### config.mk
export PLATFORM = sky130hd
export DESIGN_NAME = clint_timer
export DESIGN_NICKNAME = d
export VERILOG_FILES = /design/src/rtl/clint_timer_pkg.sv /design/src/rtl/clint_rtc_tick.sv /design/src/rtl/clint_timer.sv
export SDC_FILE = /design/constraint.sdc
export NUM_CORES = 1
export LEC_CHECK = 0
export ABC_AREA = 0
export BUFFER_PORTS_ARGS = -buffer_cell sky130_fd_sc_hd__buf_2
export CAP_MARGIN = 0
export CORE_MARGIN = 4
export CORE_UTILIZATION = 41
export CTS_CLUSTER_DIAMETER = 100
export DETAILED_ROUTE_END_ITERATION = 12
export GPL_TIMING_DRIVEN = 0
export PLACE_DENSITY = 0.71
export SLEW_MARGIN = 25
export SYNTH_ARGS = -nofsm -noshare
export SYNTH_HDL_FRONTEND = slang
export SYNTH_HIERARCHICAL = 1
export SYNTH_SLANG_ARGS = --single-unit
### constraint.sdc
create_clock -name clock -period 4.3 [get_ports clock]
set_input_delay 0.215 -clock clock [delete_from_list [all_inputs] [get_ports clock]]
set_output_delay 0.215 -clock clock [all_outputs]
set_load 0.005 [all_outputs]
### src/rtl/clint_timer_pkg.sv
// -----------------------------------------------------------------------------
// clint_timer_pkg
// Shared configuration and register-map constants for the core-local
// interruptor (CLINT): bus window, RTC divider, register offsets, the
// mtimecmp reset value and a byte-enable merge helper.
// -----------------------------------------------------------------------------
package clint_timer_pkg;

  // Bus window occupied by the CLINT on the data-side memory bus.
  localparam logic [31:0] clint_base_addr = 32'h0200_0000;
  localparam logic [31:0] clint_span      = 32'h0000_FFFF;
  localparam logic [31:0] clint_top_addr  = clint_base_addr + clint_span;

  // RTC half-period in core clocks, minus one.
  localparam int unsigned clk_divider_rtc = 4;

  // Register offsets relative to the window base.
  localparam logic [31:0] clint_msip_off     = 32'h0000_0000;
  localparam logic [31:0] clint_mtimecmp_off = 32'h0000_4000;
  localparam logic [31:0] clint_mtime_off    = 32'h0000_BFF8;

  // mtimecmp powers up at the maximum so no timer interrupt fires after reset.
  localparam logic [63:0] clint_mtimecmp_rst = 64'hFFFF_FFFF_FFFF_FFFF;

  // Replace only the byte lanes selected by wstrb.
  function automatic logic [31:0] apply_wstrb(input logic [31:0] old_val,
                                              input logic [31:0] wdata,
                                              input logic [3:0]  wstrb);
    logic [31:0] mask;
    mask = {{8{wstrb[3]}}, {8{wstrb[2]}}, {8{wstrb[1]}}, {8{wstrb[0]}}};
    return (old_val & ~mask) | (wdata & mask);
  endfunction

endpackage

### src/rtl/clint_rtc_tick.sv
// -----------------------------------------------------------------------------
// clint_rtc_tick
// Divides the core clock down to the RTC. A counter runs 0..div and toggles
// the RTC phase on wrap; tick pulses for one cycle on every 0->1 phase
// transition, giving one tick every 2*(div+1) core clocks.
//
// Ports:
//   clock  in   core clock
//   reset  in   asynchronous active-low reset
//   tick   out  one-cycle pulse per RTC period (registered)
// -----------------------------------------------------------------------------
module clint_rtc_tick
  import clint_timer_pkg::*;
#(
  parameter int unsigned div = clk_divider_rtc
) (
  input  logic clock,
  input  logic reset,
  output logic tick
);

  localparam int unsigned cnt_w = (div < 1) ? 1 : $clog2(div + 1);
  localparam logic [cnt_w-1:0] cnt_last = cnt_w'(div);

  logic [cnt_w-1:0] count_q, count_d;
  logic             phase_q, phase_d;
  logic             tick_q, tick_d;
  logic             wrap;

  assign wrap = (count_q == cnt_last);

  // NOTE: every variable driven here gets a value on every path, so no latch is inferred.
  always_comb begin
    count_d = wrap ? '0 : count_q + cnt_w'(1);
    phase_d = wrap ? ~phase_q : phase_q;
    // The pulse coincides with the phase becoming 1.
    tick_d  = wrap & ~phase_q;
  end

  // NOTE: state is updated with non-blocking assignments so all flops sample together.
  always_ff @(posedge clock or negedge reset) begin
    if (!reset) begin
      count_q <= '0;
      phase_q <= 1'b0;
      tick_q  <= 1'b0;
    end else begin
      count_q <= count_d;
      phase_q <= phase_d;
      tick_q  <= tick_d;
    end
  end

  assign tick = tick_q;

endmodule

### src/rtl/clint_timer.sv
// -----------------------------------------------------------------------------
// clint_timer
// Core-local interruptor on the data-side memory bus. Holds the 64-bit mtime
// counter (advanced by the RTC tick), 64-bit mtimecmp and the msip bit, and
// drives the machine timer/software interrupt lines plus mtime to the CSRs.
// Every request is answered exactly one cycle later; writes take effect at the
// edge that samples mem_valid. Unmapped offsets read 0 and ignore writes.
//
// Build option: define CLINT_MTIME_WRITE_EN to make mtime writable at
// 0xBFF8/0xBFFC (a write beats a same-cycle tick). Undefined: mtime is
// read-only and writes to it are acknowledged but dropped.
//
// Ports:
//   clock        in   core clock
//   reset        in   asynchronous active-low reset
//   mem_valid    in   single-cycle request strobe
//   mem_addr     in   word-aligned byte address
//   mem_wdata    in   write data
//   mem_wstrb    in   byte enables, nonzero = write, zero = read
//   mem_rdata    out  read data, zero except while mem_ready is high
//   mem_ready    out  response strobe, one cycle after mem_valid
//   clint_msip   out  machine software interrupt pending
//   clint_mtip   out  machine timer interrupt pending
//   clint_mtime  out  current mtime
// -----------------------------------------------------------------------------
module clint_timer #(
  parameter logic [31:0] clint_base_addr = clint_timer_pkg::clint_base_addr,
  parameter int unsigned clk_divider_rtc = clint_timer_pkg::clk_divider_rtc
) (
  input  logic        clock,
  input  logic        reset,
  input  logic        mem_valid,
  input  logic [31:0] mem_addr,
  input  logic [31:0] mem_wdata,
  input  logic [3:0]  mem_wstrb,
  output logic [31:0] mem_rdata,
  output logic        mem_ready,
  output logic        clint_msip,
  output logic        clint_mtip,
  output logic [63:0] clint_mtime
);

  import clint_timer_pkg::*;

  localparam logic [31:0] top_addr       = clint_base_addr + clint_span;
  localparam logic [31:0] mtimecmp_hi_off = clint_mtimecmp_off + 32'd4;
  localparam logic [31:0] mtime_hi_off    = clint_mtime_off + 32'd4;

  logic        tick;
  logic [31:0] offset;
  logic        hit;
  logic        is_write;

  logic        msip_q, msip_d;
  logic        mtip_q, mtip_d;
  logic [63:0] mtime_q, mtime_d;
  logic [63:0] mtimecmp_q, mtimecmp_d;
  logic [31:0] rdata_q, rdata_d;
  logic        ready_q, ready_d;

  clint_rtc_tick #(
    .div (clk_divider_rtc)
  ) u_rtc_tick (
    .clock (clock),
    .reset (reset),
    .tick  (tick)
  );

  assign offset   = mem_addr - clint_base_addr;
  assign hit      = (mem_addr >= clint_base_addr) && (mem_addr <= top_addr);
  assign is_write = |mem_wstrb;

  always_comb begin
    msip_d     = msip_q;
    mtimecmp_d = mtimecmp_q;
    mtime_d    = tick ? mtime_q + 64'd1 : mtime_q;
    rdata_d    = '0;
    ready_d    = mem_valid;

    if (mem_valid && hit) begin
      if (is_write) begin
        case (offset)
          clint_msip_off:     if (mem_wstrb[0]) msip_d = mem_wdata[0];
          clint_mtimecmp_off: mtimecmp_d[31:0]  = apply_wstrb(mtimecmp_q[31:0], mem_wdata, mem_wstrb);
          mtimecmp_hi_off:    mtimecmp_d[63:32] = apply_wstrb(mtimecmp_q[63:32], mem_wdata, mem_wstrb);
`ifdef CLINT_MTIME_WRITE_EN
          // Built from mtime_q, so a coincident tick is dropped entirely.
          clint_mtime_off:    mtime_d = {mtime_q[63:32], apply_wstrb(mtime_q[31:0], mem_wdata, mem_wstrb)};
          mtime_hi_off:       mtime_d = {apply_wstrb(mtime_q[63:32], mem_wdata, mem_wstrb), mtime_q[31:0]};
`endif
          default: ;
        endcase
      end else begin
        // Reads see the pre-tick mtime.
        case (offset)
          clint_msip_off:     rdata_d = {31'b0, msip_q};
          clint_mtimecmp_off: rdata_d = mtimecmp_q[31:0];
          mtimecmp_hi_off:    rdata_d = mtimecmp_q[63:32];
          clint_mtime_off:    rdata_d = mtime_q[31:0];
          mtime_hi_off:       rdata_d = mtime_q[63:32];
          default:            rdata_d = '0;
        endcase
      end
    end

    // Compare the values the registers will hold after this edge.
    mtip_d = (mtime_d >= mtimecmp_d);
  end

  // NOTE: every CLINT register is a plain flop with a defined reset value; there is no array to leave unreset.
  always_ff @(posedge clock or negedge reset) begin
    if (!reset) begin
      msip_q     <= 1'b0;
      mtip_q     <= 1'b0;
      mtime_q    <= '0;
      mtimecmp_q <= clint_mtimecmp_rst;
      rdata_q    <= '0;
      ready_q    <= 1'b0;
    end else begin
      msip_q     <= msip_d;
      mtip_q     <= mtip_d;
      mtime_q    <= mtime_d;
      mtimecmp_q <= mtimecmp_d;
      rdata_q    <= rdata_d;
      ready_q    <= ready_d;
    end
  end

  assign mem_rdata   = rdata_q;
  assign mem_ready   = ready_q;
  assign clint_msip  = msip_q;
  assign clint_mtip  = mtip_q;
  assign clint_mtime = mtime_q;

endmodule

Word level (Yosys, flattened, before mapping) --
Index checks and enable logic that the tools add are counted.
Storage, ports and cells: bits in registers 168, input bits 71, output and inout port bits 99, word-level logic and storage cells 42
Operators by class: add/subtract/negate cells 3, $lt $le $gt $ge 3, equality and inequality tests 5, muxes and demuxes 9, bitwise operators 8, reductions and logical operators 5
Operators with widths (number):
- 64-bit 2-to-1 mux | 3
- 32-bit one-hot mux with 5 select lines | 1
- 32-bit 2-to-1 mux | 4
- 32-bit bitwise AND | 3
- 64-bit by 1-bit adder with 64-bit output (second input constant) | 1
- 32-bit by 15-bit equality test with 1-bit output (second input constant) | 2
- 32-bit by 16-bit equality test with 1-bit output (second input constant) | 2
- 64-bit >= comparator | 1
- 32-bit bitwise OR | 2
- 32-bit by 26-bit >= comparator with 1-bit output (second input constant) | 1
- 32-bit by 26-bit less-or-equal comparator with 1-bit output (second input constant) | 1
- 32-bit zero test | 1
- 32-bit inverter | 1
- 32-bit by 26-bit subtractor with 32-bit output (second input constant) | 1
- 4-bit AND reduction | 1
- 4-bit OR reduction | 1
- 3-bit by 1-bit adder with 3-bit output (second input constant) | 1
- 3-bit equality test (second input constant) | 1
- 3-bit 2-to-1 mux | 1
- 1-bit logical AND | 2
- 1-bit bitwise AND | 1
- 1-bit inverter | 1

Longest topological paths before layout --
depth after elaboration 7, mapped depth 17, gate-level depth less buffers 15

By module --
Netlist, hierarchy kept.
By module, submodules not included:
- clint_timer | instances 1, cells each 861, area each 9550.4 sq um, sequential area each 4159.0 sq um
- clint_rtc_tick | instances 1, cells each 15, area each 197.7 sq um, sequential area each 125.1 sq um

Worst setup path after synthesis --
Ideal clock, no wire load.
path kind flip-flop to flip-flop, from register mtime_q[13], in the netlist clint_mtime[13], to register mtip_q, in the netlist clint_mtip, setup time 0.083 ns, data arrival time 3.397 ns, data required time 4.217 ns, setup slack 0.821 ns, cell stages (with the launch flop) 15, buffers on the path 2, clock period less this slack 3.479 ns, path through dfrtp_1 nand3_2 or4_1 buf_6 nor4_4 and4_1 buf_6 nand3_1 xnor2_1 ha_1 nand4_1 or3_1 nor3_1 nand3_1 o21ai_0
Between the ends: word-level cells in the longest chain between the ends 3
Ends and longest elaborated chain:
- from (decl) | RTL line clint_timer.sv:56 | logic [63:0] mtime_q, mtime_d;
- from (signal assigned) | RTL line clint_timer.sv:122 | mtime_q <= mtime_d;
- 64-bit by 1-bit adder with 64-bit output | RTL line clint_timer.sv:76 | mtime_d = tick ? mtime_q + 64'd1 : mtime_q;
- 64-bit 2-to-1 mux | RTL line clint_timer.sv:76
- net mtime_d[62] | RTL line clint_timer.sv:56
- 64-bit >= comparator | RTL line clint_timer.sv:107 | mtip_d = (mtime_d >= mtimecmp_d);
- net mtip_d | RTL line clint_timer.sv:55 | logic mtip_q, mtip_d;
- to (signal assigned) | RTL line clint_timer.sv:121 | mtip_q <= mtip_d;
- to (decl) | RTL line clint_timer.sv:55
The timed path passes the listed nets, and every way through them passes these cells. A chain may end at the register's enable or synchronous reset.

Worst setup path after layout --
from register mtime_q[14], in the netlist clint_mtime[14], to register mtip_q, in the netlist clint_mtip
The elaborated chain is that of the path after synthesis.

==> reports/metrics.yaml <==
row_count: 56
clock_latency_ns: 0.43
cp_max_fo: 7
area_growth_pct: 19.7
dp_hpwl_mm: 21.6
pre_cts_ws_ns: -0.501
synthFlopType: "dfrtp_1"
reg2reg_depth: 13
tightest_slew_ns: 0.746
crit_arrival_ns: 4.43
grt_pass1_vias: 7970
grt_pass1_wl_mm: 43.6
ir_worst_vdd_v: 0.000200
grt_use_total_pct: 21.2
critical_path_required_ns: 4.62
fin_util_pct: 49.9
r2r-start: "clint_mtime[14]$_DFF_PN0_"
drtIter0Drc: 538
ys_warn_count: 6
outcome: "complete, no violations"
relSlewSlack_pct: 49.8
path_clk_slew_ns: 0.07
grt_setup_unrepaired: "no"
cts_tree: "built"
dieHeight_um: 162
netlist_area_sq_um: 9750
io_pins: 170
critPathLaunchType: "flop"
period_share_pct: 95.5
vias_per_cell: 5.56
finalHoldViolCount: 0
synth_top_area_share_pct: 26.7
antenna_left: 0
grt_max_degree: 92
power.total_mw: 3.11
power.leakage_nw: 5.63
path_class: "flop to flop"
synth_area_leader_cell: "dfrtp_1"
fin_skew_ns: 0.0118
finalSetupViolations: 0
portBuffers: 169
maxCapViolCount: 0
cts.htree.levels: 4
postSynthCellCount: 876
wl_mm: 28.0
critPathCaptureType: "flop"
startpoint: "clint_mtime[14]$_DFF_PN0_"
die_area_sq_um: 26300
overflow: 0
die_x_um: 162
final_nets: 1212
synth-seq-cells: 168
dpl_cell_area_sq_um: 11000
drive_gt1_share_pct: 33.9
powerDensity_nw_per_um2: 266
antenna_found_initial: 3
crit_end: "clint_mtip$_DFF_PN0_"
drcViolationCount: 0
clk_path_buf_depth: 2
synth-async-reset-ratio_pct: 100
final_area_sq_um: 11700
ys_seq_area_share_pct: 43.9
clock_sinks: 168
gp_congestion: 0.897
route.detailed.wl_per_inst_um: 19.9
vias: 7823
setup_ws_ns: 0.192
core_area_sq_um: 23400
drtPass1Iterations: 5
timing.rr.end: "clint_mtip$_DFF_PN0_"
hold_class: "primary input to flop"
finalMaxSlewViolations: 0
max_freq_mhz: 243
cts_buffers: 17
synthesis.nets: 1015
start_util_pct: 41.7
yosys.cell_types.count: 55
avgSynthCellArea_sq_um: 11.1
min_period_ns: 4.11
ff2ff_setup_slack_ns: 0.19
ctsRootBufferMaster: "clkbuf_16"
synthTopCellsByArea: "dfrtp_1 27%, dfstp_2 17%, ha_1 8.7%"
synth_edf_count: 0
==> placed cells by master, fill, tap and decap left out, types with 15 or more instances in the layout <==
cell,count
clkbuf_1,23
a22oi_1,63
nor2_1,61
o21ai_0,15
nand4_1,33
buf_2,177
nand2_1,47
xnor2_1,52
dfstp_2,64
a21oi_1,18
clkbuf_16,17
ha_1,68
nand3_1,27
mux2i_1,64
o22a_1,31
mux2_2,66
dfrtp_1,103
==> power breakdown <==
group          total [mW]  switching (mW)  leakage [nW]  internal (mW)
combinational       0.105          0.0686          3.29         0.0361
clock                1.42           0.654         0.258          0.765
sequential           1.58        0.000100          2.08           1.58
==> flip-flops by register name, summed over array words and instances, names as in the netlist <==
name	flops
mtimecmp_q	64
mem_rdata	32
u_rtc_tick/count_q	3
mem_ready	1
clint_mtime	64
clint_mtip	1
clint_msip	1
u_rtc_tick/tick	1
u_rtc_tick/phase_q	1
==> cells by family (layout without fill, tap and decap cells) <==
kind of cell,count (synthesis),in the layout,share of synthesized area (%)
AO/OA/AOI/OAI,153,153,11.4
XOR/XNOR,64,64,5.75
adder cells (fa/ha/maj),68,68,8.73
buffers and inverters,51,260,2.23
flip-flops,168,168,43.9
multiplexers,131,131,14.3
other,0,2,0
AND/OR/NAND/NOR,241,241,13.6
==> stage by stage <==
stage	hold slack (ns)	cells	TNS [ns]
after detailed placement	0.244	1365	-0.501
after floorplan	-0.0806	876	0
after CTS	0.0568	1399	0
final	0.0733	1406	0
after global placement	0.337	1364	-0.467
after global routing	0.0619	1405	0
==> critical path, cell delays in order, from the launching register on <==
cell and delay (ns):
dfrtp_1 0.44, nand3_2 0.13, or4_1 0.56, buf_6 0.16, nor4_4 0.36, and4_4 0.35, nand3_1 0.11, xnor2_1 0.18
ha_1 0.30, nand4_1 0.16, or3_1 0.48, nor3_2 0.32, nand3_1 0.16, o21ai_1 0.28
==> cell usage after synthesis (23+ instances only) <==
cell	n
nand4_1	33
o22a_1	31
dfrtp_1	104
clkbuf_1	23
xnor2_1	52
a22oi_1	63
dfstp_2	64
ha_1	68
mux2_2	66
mux2i_1	64
nand3_1	27
nor2_1	61
nand2_1	48
==> how the worst min path moves through the flow <==
stage                        from                  endpoint  depth (start not counted)
global placement        mem_valid       mem_ready$_DFF_PN0_                          1
global route         mem_wdata[3]   mtimecmp_q[3]$_DFF_PN1_                          2
detailed placement          reset    mem_rdata[7]$_DFF_PN0_                          1
floorplan                   reset    clint_msip$_DFFE_PN0P_                          0
finish               mem_wdata[0]    clint_msip$_DFFE_PN0P_                          2
CTS                 mem_wdata[25]  mtimecmp_q[57]$_DFF_PN1_                          2
==> layout make-up <==
cell class | count | area [sq um]
Fill cell | 2172 | 11700
Multi-Input combinational cell | 657 | 5280
Sequential cell | 168 | 4290
Timing Repair Buffer | 179 | 956
Clock buffer | 20 | 457
Tap cell | 319 | 399
Buffer | 38 | 169
Clock inverter | 11 | 77.6
Inverter | 12 | 45.0
Antenna cell | 2 | 5.00
==> per-layer routing <==
| layer | vias to the layer above | share of wire [%] | track usage (%) |
|---|---|---|---|
| met5 | - | 0.050 | 0 |
| met4 | 4 | 2.4 | 6.73 |
| met3 | 48 | 6.4 | 4.90 |
| met2 | 242 | 47 | 34.3 |
| met1 | 3826 | 45 | 28.3 |
| li1 | 3703 | - | - |
==> repair_timing <==
action / in CTS / in global routing
hold endpoints to repair: 57 / 0
endpoints found under the setup margin: 1 / 1
resized for setup: 2 / 5
pin swaps: 2 / 3
cloned: 0 / 0
hold buffers: 2 / 0
buffers inserted: 1 / 6
Note: power is estimated with default switching activity, not from simulation.
